File: src/rtl/bcd_pkg.sv
// Shared BCD constants and state encoding for the BCD <-> binary converters.
package bcd_pkg;

    typedef enum logic [1:0] {
        IDLE = 2'b00,
        OP   = 2'b01,
        DONE = 2'b10
    } state_t;

    localparam int BCD_DIGIT_W = 4;

    // Reverse double-dabble: subtract 3 from any digit at or above 8.
    localparam int ADJ_THRESH = 8;
    localparam int ADJ_VAL    = 3;

    // Forward double-dabble: add 3 to any digit at or above 5.
    localparam int DABBLE_THRESH = 5;
    localparam int DABBLE_ADD    = 3;

endpackage

File: src/rtl/bcd_digit_adj.sv
// One-digit reverse double-dabble correction: value >= 8 gets 3 subtracted.
module bcd_digit_adj
    import bcd_pkg::*;
(
    input  logic [BCD_DIGIT_W-1:0] d,
    output logic [BCD_DIGIT_W-1:0] q
);

    assign q = (d >= BCD_DIGIT_W'(ADJ_THRESH)) ? d - BCD_DIGIT_W'(ADJ_VAL) : d;

endmodule

File: src/rtl/bcd2bin.sv
// Sequential BCD-to-binary converter, one bit per clock (reverse double-dabble).
// Optional BCD2BIN_DIGIT_CHK_EN adds an err output flagging digits above 9.
module bcd2bin
    import bcd_pkg::*;
#(
    parameter int N_DIGIT = 4,
    parameter int BIN_W   = 14
) (
    input  logic                           clk,
    input  logic                           reset_n,
    input  logic                           start,
    input  logic [BCD_DIGIT_W*N_DIGIT-1:0] bcd,
    output logic                           ready,
    output logic                           done_tick,
    output logic [BIN_W-1:0]               bin
`ifdef BCD2BIN_DIGIT_CHK_EN
    ,
    output logic                           err
`endif
);

    localparam int BCD_W = BCD_DIGIT_W * N_DIGIT;
    localparam int CNT_W = $clog2(BIN_W + 1);
    localparam logic [CNT_W-1:0] N_INIT  = CNT_W'(BIN_W);
    localparam logic [CNT_W-1:0] CNT_ONE = CNT_W'(1);

    state_t           state;
    logic [BCD_W-1:0] bcd_reg;
    logic [BCD_W-1:0] bcd_shift;
    logic [BCD_W-1:0] bcd_adj;
    logic [BIN_W-1:0] bin_reg;
    logic [CNT_W-1:0] n_reg;
    logic             ready_reg;
    logic             done_reg;

    // The BCD field shifts right into the top of bin_reg; each digit is then corrected.
    assign bcd_shift = bcd_reg >> 1;

    for (genvar g = 0; g < N_DIGIT; g++) begin : g_adj
        bcd_digit_adj u_adj (
            .d(bcd_shift[g*BCD_DIGIT_W +: BCD_DIGIT_W]),
            .q(bcd_adj[g*BCD_DIGIT_W +: BCD_DIGIT_W])
        );
    end

`ifdef BCD2BIN_DIGIT_CHK_EN
    logic err_reg;
    logic bad_in;

    always_comb begin
        bad_in = 1'b0;
        for (int i = 0; i < N_DIGIT; i++)
            if (bcd[i*BCD_DIGIT_W +: BCD_DIGIT_W] > BCD_DIGIT_W'(9))
                bad_in = 1'b1;
    end

    assign err = err_reg;
`endif

    always_ff @(posedge clk or negedge reset_n) begin
        if (!reset_n) begin
            state     <= IDLE;
            bcd_reg   <= '0;
            bin_reg   <= '0;
            n_reg     <= '0;
            ready_reg <= 1'b1;
            done_reg  <= 1'b0;
`ifdef BCD2BIN_DIGIT_CHK_EN
            err_reg   <= 1'b0;
`endif
        end else begin
            case (state)
                IDLE: begin
                    if (start) begin
                        bcd_reg   <= bcd;
                        bin_reg   <= '0;
                        n_reg     <= N_INIT;
                        ready_reg <= 1'b0;
                        state     <= OP;
`ifdef BCD2BIN_DIGIT_CHK_EN
                        err_reg   <= bad_in;
`endif
                    end
                end
                OP: begin
                    bcd_reg <= bcd_adj;
                    bin_reg <= {bcd_reg[0], bin_reg[BIN_W-1:1]};
                    n_reg   <= n_reg - CNT_ONE;
                    if (n_reg == CNT_ONE) begin
                        state    <= DONE;
                        done_reg <= 1'b1;
                    end
                end
                DONE: begin
                    done_reg  <= 1'b0;
                    ready_reg <= 1'b1;
                    state     <= IDLE;
                end
                default: begin
                    done_reg  <= 1'b0;
                    ready_reg <= 1'b1;
                    state     <= IDLE;
                end
            endcase
        end
    end

    assign ready     = ready_reg;
    assign done_tick = done_reg;
    assign bin       = bin_reg;

endmodule

File: config.mk
export PLATFORM = sky130hd
export DESIGN_NAME = bcd2bin
export DESIGN_NICKNAME = d
export VERILOG_FILES = /design/src/rtl/bcd_pkg.sv /design/src/rtl/bcd_digit_adj.sv /design/src/rtl/bcd2bin.sv
export SDC_FILE = /design/constraint.sdc
export NUM_CORES = 1
export LEC_CHECK = 0
export ABC_AREA = 1
export ABC_CLOCK_PERIOD_IN_PS = 1300
export BUFFER_PORTS_ARGS = -buffer_cell sky130_fd_sc_hd__buf_2
export CAP_MARGIN = 20
export CORE_MARGIN = 3
export CORE_UTILIZATION = 35
export DETAILED_ROUTE_END_ITERATION = 6
export GPL_TIMING_DRIVEN = 0
export PLACE_DENSITY = 0.65
export SLEW_MARGIN = 40
export SYNTH_ARGS = -nofsm -noshare
export SYNTH_HDL_FRONTEND = slang
export SYNTH_SLANG_ARGS = --single-unit
export TNS_END_PERCENT = 30
File: constraint.sdc
create_clock -name clk -period 1.3 [get_ports clk]
set_input_delay 0 -clock clk [delete_from_list [all_inputs] [get_ports clk]]
set_output_delay 0 -clock clk [all_outputs]
set_load 0.01 [all_outputs]
======== Yosys cells after proc, flatten, opt, wreduce, memory -nomap -nowiden ========
Index checks and enable logic that the tools add are counted.
operators by class
  bitwise operators ....................... 2
  reductions and logical operators ........ 6
  $add $sub $neg .......................... 5
  equality and inequality tests ........... 4
  order comparisons ....................... 4
  muxes and demuxes ....................... 17
operators with widths
  operator                                             number
  case mux 16 bit (2 select lines)                     1
  case mux 14 bit (2 select lines)                     1
  2-to-1 mux 4 bit                                     5
  2-to-1 mux 16 bit                                    1
  2-to-1 mux 14 bit                                    1
  >= comparator 4 bit, second input constant           3
  subtractor 4 x 2 -> 4 bit, second input constant     3
  case mux 4 bit (2 select lines)                      1
  AND reduction 2 bit                                  4
  == test 4 x 1 -> 1 bit, second input constant        1
  >= comparator 3 x 4 -> 1 bit, second input constant  1
  2-to-1 mux 2 bit                                     2
  inequality test 2 bit, second input constant         2
  case mux 1 bit (2 select lines)                      2
  case mux 2 bit (2 select lines)                      1
  subtractor 3 x 2 -> 4 bit, second input constant     1
  subtractor 4 x 1 -> 4 bit, second input constant     1
  == test 2 x 1 -> 1 bit, second input constant        1
  logical NOT 2 bit                                    1
  2-to-1 mux 1 bit                                     2
  NOT 1 bit                                            2
  nonzero test 2 bit                                   1
word-level totals
  input port bits ......................... 19
  register bits ........................... 38
  output and inout bits ................... 16

======== Longest topological paths before layout ========
Gate-level depths: netlist (run 1).
  word-level depth ........................ 3
  mapped depth ............................ 8

======== Cells and area by module ========
From an unflattened synthesis (run 1), not the netlist that was laid out.
second synthesis, totals
  cell total of the unflattened synthesis .. 307
  area total of the unflattened synthesis .. 2341.0 um2
modules (own cells, without submodules)
  module         times used  cells an instance  area each (um2)
  bcd2bin        1           243                1985.7
  bcd_digit_adj  4           16                 88.8

======== Least setup slack after synthesis (run 1) ========
No wires, ideal clock.
  kind .................................... register to register
  from .................................... register state[1]
  to ...................................... register bin_reg[10] (netlist: bin[10])
  setup slack ............................. 0.220 ns
  library setup time ...................... 0.126 ns
  data required time ...................... 1.174 ns
  data arrival time ....................... 0.954 ns
  stages on the path, launching flop included .. 6
  clock period less this slack ............ 1.080 ns
  cells stage by stage .................... dfrtp_1 inv_2 nand2_4 nand2_4 buf_2 o22ai_1
on the way
  cells in the longest elaborated chain, start to end .. 3
  elaborated cells on any way between the ends .. 6
  classes of those cells .................. 2 x eq/ne; 1 x mux; 3 x reduce/logical
ends and longest elaborated chain
  what                                                                   RTL line       RTL
  start, declared                                                        bcd2bin.sv:27  state_t state;
  start signal, assigned                                                 bcd2bin.sv:62  state <= IDLE;
  start signal, assigned                                                 bcd2bin.sv:79  state <= OP;
  start signal, assigned                                                 bcd2bin.sv:90  state <= DONE;
  == test 2 x 1 -> 1 bit or logical NOT 2 bit (tied branches)            bcd2bin.sv:72  case (state)
  nonzero test 2 bit (no line) or inequality test 2 bit (tied branches)  --
  AND reduction 2 bit (no line)                                          --
  end signal, assigned                                                   bcd2bin.sv:87  bin_reg <= {bcd_reg[0], bin_reg[BIN_W-1:1]};
  end, declared                                                          bcd2bin.sv:31  logic [BIN_W-1:0] bin_reg;
Several ways; a longest one is shown, not always the timed one.
A chain may end at the register's enable or synchronous reset.

======== Worst setup path after layout (run 1) ========
  from .................................... register state[1]
  to ...................................... register bin_reg[4] (netlist: bin[4])
The elaborated chain is that of the path after synthesis.

==> impl_metrics.env, run 1 <==
export IMPL_timing_final_crit_share=0.945
export IMPL_final_cells=354
export IMPL_min_period_ps=1230
export IMPL_grt_pass1_wl_mm=7.27
export IMPL_seq_area_frac_synth=0.508
export IMPL_synth_top_cells_by_count="nand2_1, dfrtp_1, inv_1"
export IMPL_synth_flop_cell="dfrtp_1"
export IMPL_startpoint_type="register"
export IMPL_fin_ws_ps=71.8
export IMPL_cts_buffer_depth=2
export IMPL_vias=1597
export IMPL_io_buffers=34
export IMPL_r2r_setup_slack_ps=70
export IMPL_multi_input_area_um2=756
export IMPL_placed_area_um2=2130
export IMPL_cellLeakagePower_nw=1.26
export IMPL_synth_seq_cells=38
export IMPL_status="completed"
export IMPL_die_w_um=79.2
export IMPL_grt_pass1_vias=1583
export IMPL_drcViolationCount=0
export IMPL_drv_slew=0
export IMPL_numCtsBuffers=5
export IMPL_powerDensity_nw_per_um2=2230
export IMPL_core_um2=5140
export IMPL_fmax_mhz=814
export IMPL_worstPathRequired_ps=1470
export IMPL_synth_top_area_frac=0.494
export IMPL_holdCritPathClass="input pin to register"
export IMPL_drive_gt1_frac=0.215
export IMPL_chipHeight_um=79.2
export IMPL_maxCapViolCount=0
export IMPL_gr_usage_all_layers=0.150
export IMPL_grt_remaining_overflow=0
export IMPL_drtPass1Iterations=4
export IMPL_drt_wirelength_per_cell_um=12.0
export IMPL_num_rows=26
export IMPL_gp_congestion=0.779
export IMPL_tns_ps=0
export IMPL_insertion_delay_ps=290
export IMPL_worst_r2r_endpoint="bin[4]"
export IMPL_nNetsFinal=310
export IMPL_largest_register_ffs=16
export IMPL_reg2regPathDepth=5
export IMPL_synthArstFlopShare=1.00
export IMPL_postRouteWirelength_mm=4.24
export IMPL_drtIter0Drc=65
export IMPL_yosysTopAreaCell="dfrtp_1"
export IMPL_holdWs_ps=30.3
export IMPL_worstPathArrival_ps=1400
export IMPL_pre_cts_slack_ps=-113
export IMPL_die_area_um2=6270
export IMPL_worstPathMaxFanout=10
export IMPL_avgSynthCellArea_um2=8.18
export IMPL_setup_violations=0
export IMPL_holdPathEnd="bcd_reg[3]"
export IMPL_rsz0062_at_grt="no"
export IMPL_initial_core_util=0.365
export IMPL_clock_skew_ps=4.20
export IMPL_syn2layout_area_growth_pct=26.8
export IMPL_startpoint="state[1]"
export IMPL_dp_cells=333
export IMPL_routed_via_density=4.51
export IMPL_final_area_um2=2380
export IMPL_synth_area_leaders="dfrtp_1, nand2_1, inv_1"
export IMPL_yosysMostFrequentCell="nand2_1"
export IMPL_yosysUniqueCellTypes=18
export IMPL_tritoncts="built"
export IMPL_synth_edf_count=0
export IMPL_hp_start="bcd[3]"
export IMPL_synth_nets=256
export IMPL_ir_worst_vdd_mv=0.782
export IMPL_cp_end_kind="register"
export IMPL_cts_max_level=2
export IMPL_syn_inst=229
export IMPL_clockRootBuffer="clkbuf_8"
export IMPL_dp_hpwl_mm=3.03
export IMPL_antenna_found_initial=0
export IMPL_hold_violations=0
export IMPL_ys_warn_count=0
export IMPL_diodes=0
export IMPL_reg2reg_from="state[1]"
export IMPL_syn_area_um2=1870
export IMPL_clk_pin_slew_ps=70
export IMPL_regArea_um2=955
export IMPL_crit_type="register to register"
export IMPL_worst_pin_slew_ps=476
export IMPL_ant_nets=0
export IMPL_n_fill_cell=547
export IMPL_slew_headroom=0.683
export IMPL_min_path_cells=3
export IMPL_ios=35
export IMPL_grt_max_degree=39
export IMPL_cts_sinks=38
==> cells in the final DEF (no fill, tap or decap), types with 3 or more instances in the layout <==
cell	netlist	final
o22ai_1	12	12
inv_2	3	3
o21ai_0	11	11
nor2_1	14	14
buf_4	2	4
clkbuf_8	0	5
nand3_1	21	21
nand2_1	64	64
buf_2	3	34
o21ai_1	5	5
a21oi_1	7	7
dfrtp_1	37	35
inv_1	34	34
dlygate4sd3_1	0	10
ha_1	8	8
==> what timing repair did <==
item / CTS / global route
setup buffers: 0 / 3
hold buffers: 9 / 1
pin swaps: 0 / 1
endpoints found under the hold margin: 45 / 1
endpoints found under the setup margin: 9 / 23
resized for setup: 1 / 6
==> how the worst max path moves through the flow <==
stage | to | slack [ps] | cells past startpoint
after global routing | bcd_reg[8] | 10 | 6
final | bin[4] | 70 | 5
after detailed placement | bcd_reg[12] | -110 | 5
after CTS | bin[4] | 9 | 5
after global placement | bcd_reg[12] | -140 | 5
after floorplan | bin[10] | 220 | 5
==> per-stage QoR <==
stage	power (mW)	utilization
2_1_floorplan	3.74	-
3_3_place_gp	4.37	0.415
3_5_place_dp	4.47	0.415
4_1_cts	5.28	0.450
5_1_grt	5.83	0.463
6_report	5.30	0.463
==> kinds of logic after synthesis <==
logic type | count (synthesis) | synth area share
fa+ha+maj | 8 | 0.0534
compound gates | 35 | 0.101
flops | 38 | 0.508
buf+inv | 43 | 0.0961
simple gates | 105 | 0.241
==> cell type report <==
class | count | area share
buffer | 6 | 0.0211
clock buffer | 6 | 0.0305
clock inverter | 2 | 0.00421
inverter | 37 | 0.0584
multi-input combinational | 148 | 0.318
sequential | 38 | 0.402
tap | 70 | 0.0368
timing repair buffer | 47 | 0.129
==> report_power, final <==
part           switching, mW  leakage (nW)  internal [mW]
clock                  0.403        0.0450          0.371
sequential             0.375         0.476           1.72
combinational           1.44         0.743          0.998
==> routing by layer <==
layer	global-route usage	vias up	part of all wire
met5	0	-	0
met4	0.0636	0	0.018
met3	0.0340	7	0.024
met2	0.257	16	0.51
met1	0.179	744	0.44
li1	-	830	-
==> worst max-delay path, cell delays in order, from the launching register on <==
cell	delay (ps)
dfrtp_1	420
inv_2	130
nand2_4	130
nand2_8	130
clkbuf_4	210
o22ai_1	90
Note: power is estimated with default switching activity, not from simulation.
==> inputs of run 2 (changes only) <==
--- a/config.mk
+++ b/config.mk
@@ -11,6 +11,7 @@
 export CAP_MARGIN = 20
 export CORE_MARGIN = 3
 export CORE_UTILIZATION = 35
+export CTS_BUF_LIST = sky130_fd_sc_hd__clkbuf_8 sky130_fd_sc_hd__clkbuf_16
 export DETAILED_ROUTE_END_ITERATION = 6
 export GPL_TIMING_DRIVEN = 0
 export PLACE_DENSITY = 0.65
==> run 2 against run 1 <==
  * Setup slack better by 1.4 ps
  * Clock power is 0.6% lower
  * Routed wire length stayed put
  * Final cell count stayed put
  * Clock skew is 1.3 ps higher
  * Flip-flop and latch count stayed put
  * Core utilization stayed put
  * Critical endpoint unchanged
  * Highest routed layer unchanged
  * Critical path depth stayed put
  * Sequential power hardly changed
  * Count of clock-buffer cells in the layout is 1 lower
  * Via count is 0.19% higher
  * Register-to-register slack hardly changed
  * Largest power group unchanged
==> impl_metrics.env, run 2 (same netlist as run 1, synthesis figures left out) <==
export IMPL_drcViolationCount=0
export IMPL_clock_skew_ps=5.46
export IMPL_grt_max_degree=39
export IMPL_layout_common_cells="nand2_1, inv_1, dfrtp_1"
export IMPL_worstPathRequired_ps=1470
export IMPL_slew_headroom=0.683
export IMPL_crit_type="register to register"
export IMPL_drtIter0Drc=65
export IMPL_final_common_cell="nand2_1"
export IMPL_tns_ps=0
export IMPL_regArea_um2=955
export IMPL_hold_violations=0
export IMPL_numCtsBuffers=5
export IMPL_powerDensity_nw_per_um2=2230
export IMPL_startpoint_type="register"
export IMPL_ios=35
export IMPL_ir_worst_vdd_mv=0.782
export IMPL_dp_cells=333
export IMPL_cp_end_kind="register"
export IMPL_reg2regPathDepth=5
export IMPL_final_cells=354
export IMPL_gp_congestion=0.779
export IMPL_pre_cts_slack_ps=-113
export IMPL_grt_pass1_vias=1583
export IMPL_ant_nets=0
export IMPL_post_route_util=0.463
export IMPL_syn2layout_area_growth_pct=26.8
export IMPL_postRouteWirelength_mm=4.24
export IMPL_worstPathArrival_ps=1400
export IMPL_min_period_ps=1230
export IMPL_gr_usage_all_layers=0.150
export IMPL_maxCapViolCount=0
export IMPL_nNetsFinal=310
export IMPL_drtPass1Iterations=4
export IMPL_diodes=0
export IMPL_multi_input_area_um2=756
export IMPL_n_fill_cell=547
export IMPL_grt_remaining_overflow=0
export IMPL_cts_buffer_depth=2
export IMPL_largest_register_ffs=16
export IMPL_clk_pin_slew_ps=70
export IMPL_fmax_mhz=815
export IMPL_status="completed"
export IMPL_holdCritPathClass="input pin to register"
export IMPL_fin_ws_ps=73.3
export IMPL_core_um2=5140
export IMPL_placed_area_um2=2130
export IMPL_initial_core_util=0.365
export IMPL_drive_gt1_frac=0.215
export IMPL_rsz0062_at_grt="no"
export IMPL_cpMaxStageDelayCell="dfrtp_1"
export IMPL_cellLeakagePower_nw=1.27
export IMPL_final_area_um2=2380
export IMPL_die_w_um=79.2
export IMPL_r2r_setup_slack_ps=70
export IMPL_drt_wirelength_per_cell_um=12.0
export IMPL_drv_slew=0
export IMPL_clockRootBuffer="clkbuf_8"
export IMPL_setup_violations=0
export IMPL_worst_pin_slew_ps=476
export IMPL_cts_sinks=38
export IMPL_critPathMaxStageDelay_ps=420
export IMPL_worstPathMaxFanout=10
export IMPL_timing_final_crit_share=0.944
export IMPL_vias=1600
export IMPL_io_buffers=34
export IMPL_cts_max_level=2
export IMPL_dp_hpwl_mm=3.03
export IMPL_num_rows=26
export IMPL_tritoncts="built"
export IMPL_die_area_um2=6270
export IMPL_chipHeight_um=79.2
export IMPL_cp_cell_sequence="inv_2 > nand2_4 > nand2_8 > clkbuf_4 > o22ai_1"
export IMPL_routed_via_density=4.52
export IMPL_antenna_found_initial=0
export IMPL_insertion_delay_ps=290
export IMPL_min_path_cells=3
export IMPL_grt_pass1_wl_mm=7.27
[run 2: power breakdown]
part           total, mW  switching, mW  internal [mW]
combinational       2.44           1.44          0.998
sequential          2.09          0.375           1.72
clock              0.769          0.405          0.364
[run 2: worst paths after layout]
check | to | from
setup / recovery | bin[4] | state[1]
hold / removal | bcd_reg[3] | bcd[3]
setup reg to reg | bin[4] | state[1]
hold reg to reg | done_tick | done_tick
max in group asynchronous | bcd_reg[9] | reset_n
min in group asynchronous | bin[2] | reset_n
[run 2: metal layers]
metal / share of wire / vias up / global-route usage
li1: - / 831 / -
met4: 0.018 / 0 / 0.0636
met5: 0 / - / 0
met2: 0.52 / 16 / 0.257
met1: 0.44 / 746 / 0.179
met3: 0.024 / 7 / 0.0340
[run 2: worst max-delay path: cells and delay by family, from the launching register on]
family                 cells  cell delay [ps]
AO/OA/AOI/OAI              1               90
AND/OR/NAND/NOR            2              260
flip-flops                 1              420
buffers and inverters      2              340
[run 2: layout make-up]
type / instances / area share
Buffer: 6 / 0.0211
Clock buffer: 5 / 0.0289
Clock inverter: 3 / 0.00579
Inverter: 37 / 0.0584
Multi-Input combinational cell: 148 / 0.318
Sequential cell: 38 / 0.402
Tap cell: 70 / 0.0368
Timing Repair Buffer: 47 / 0.129
[run 2: stage by stage]
step | total power, mW | hold WS [ps]
2_1_floorplan | 3.74 | -296
3_3_place_gp | 4.37 | 155
3_5_place_dp | 4.47 | 0.872
4_1_cts | 5.27 | 6.39
5_1_grt | 5.82 | 60.9
6_report | 5.30 | 28.0
[run 2: timing repair]
action | CTS | global route
hold endpoints to repair | 45 | 1
pin swaps | 0 | 1
resized for setup | 1 | 6
endpoints found under the setup margin | 9 | 23
hold buffers | 9 | 1
gates cloned | 0 | 0
setup buffers | 0 | 3
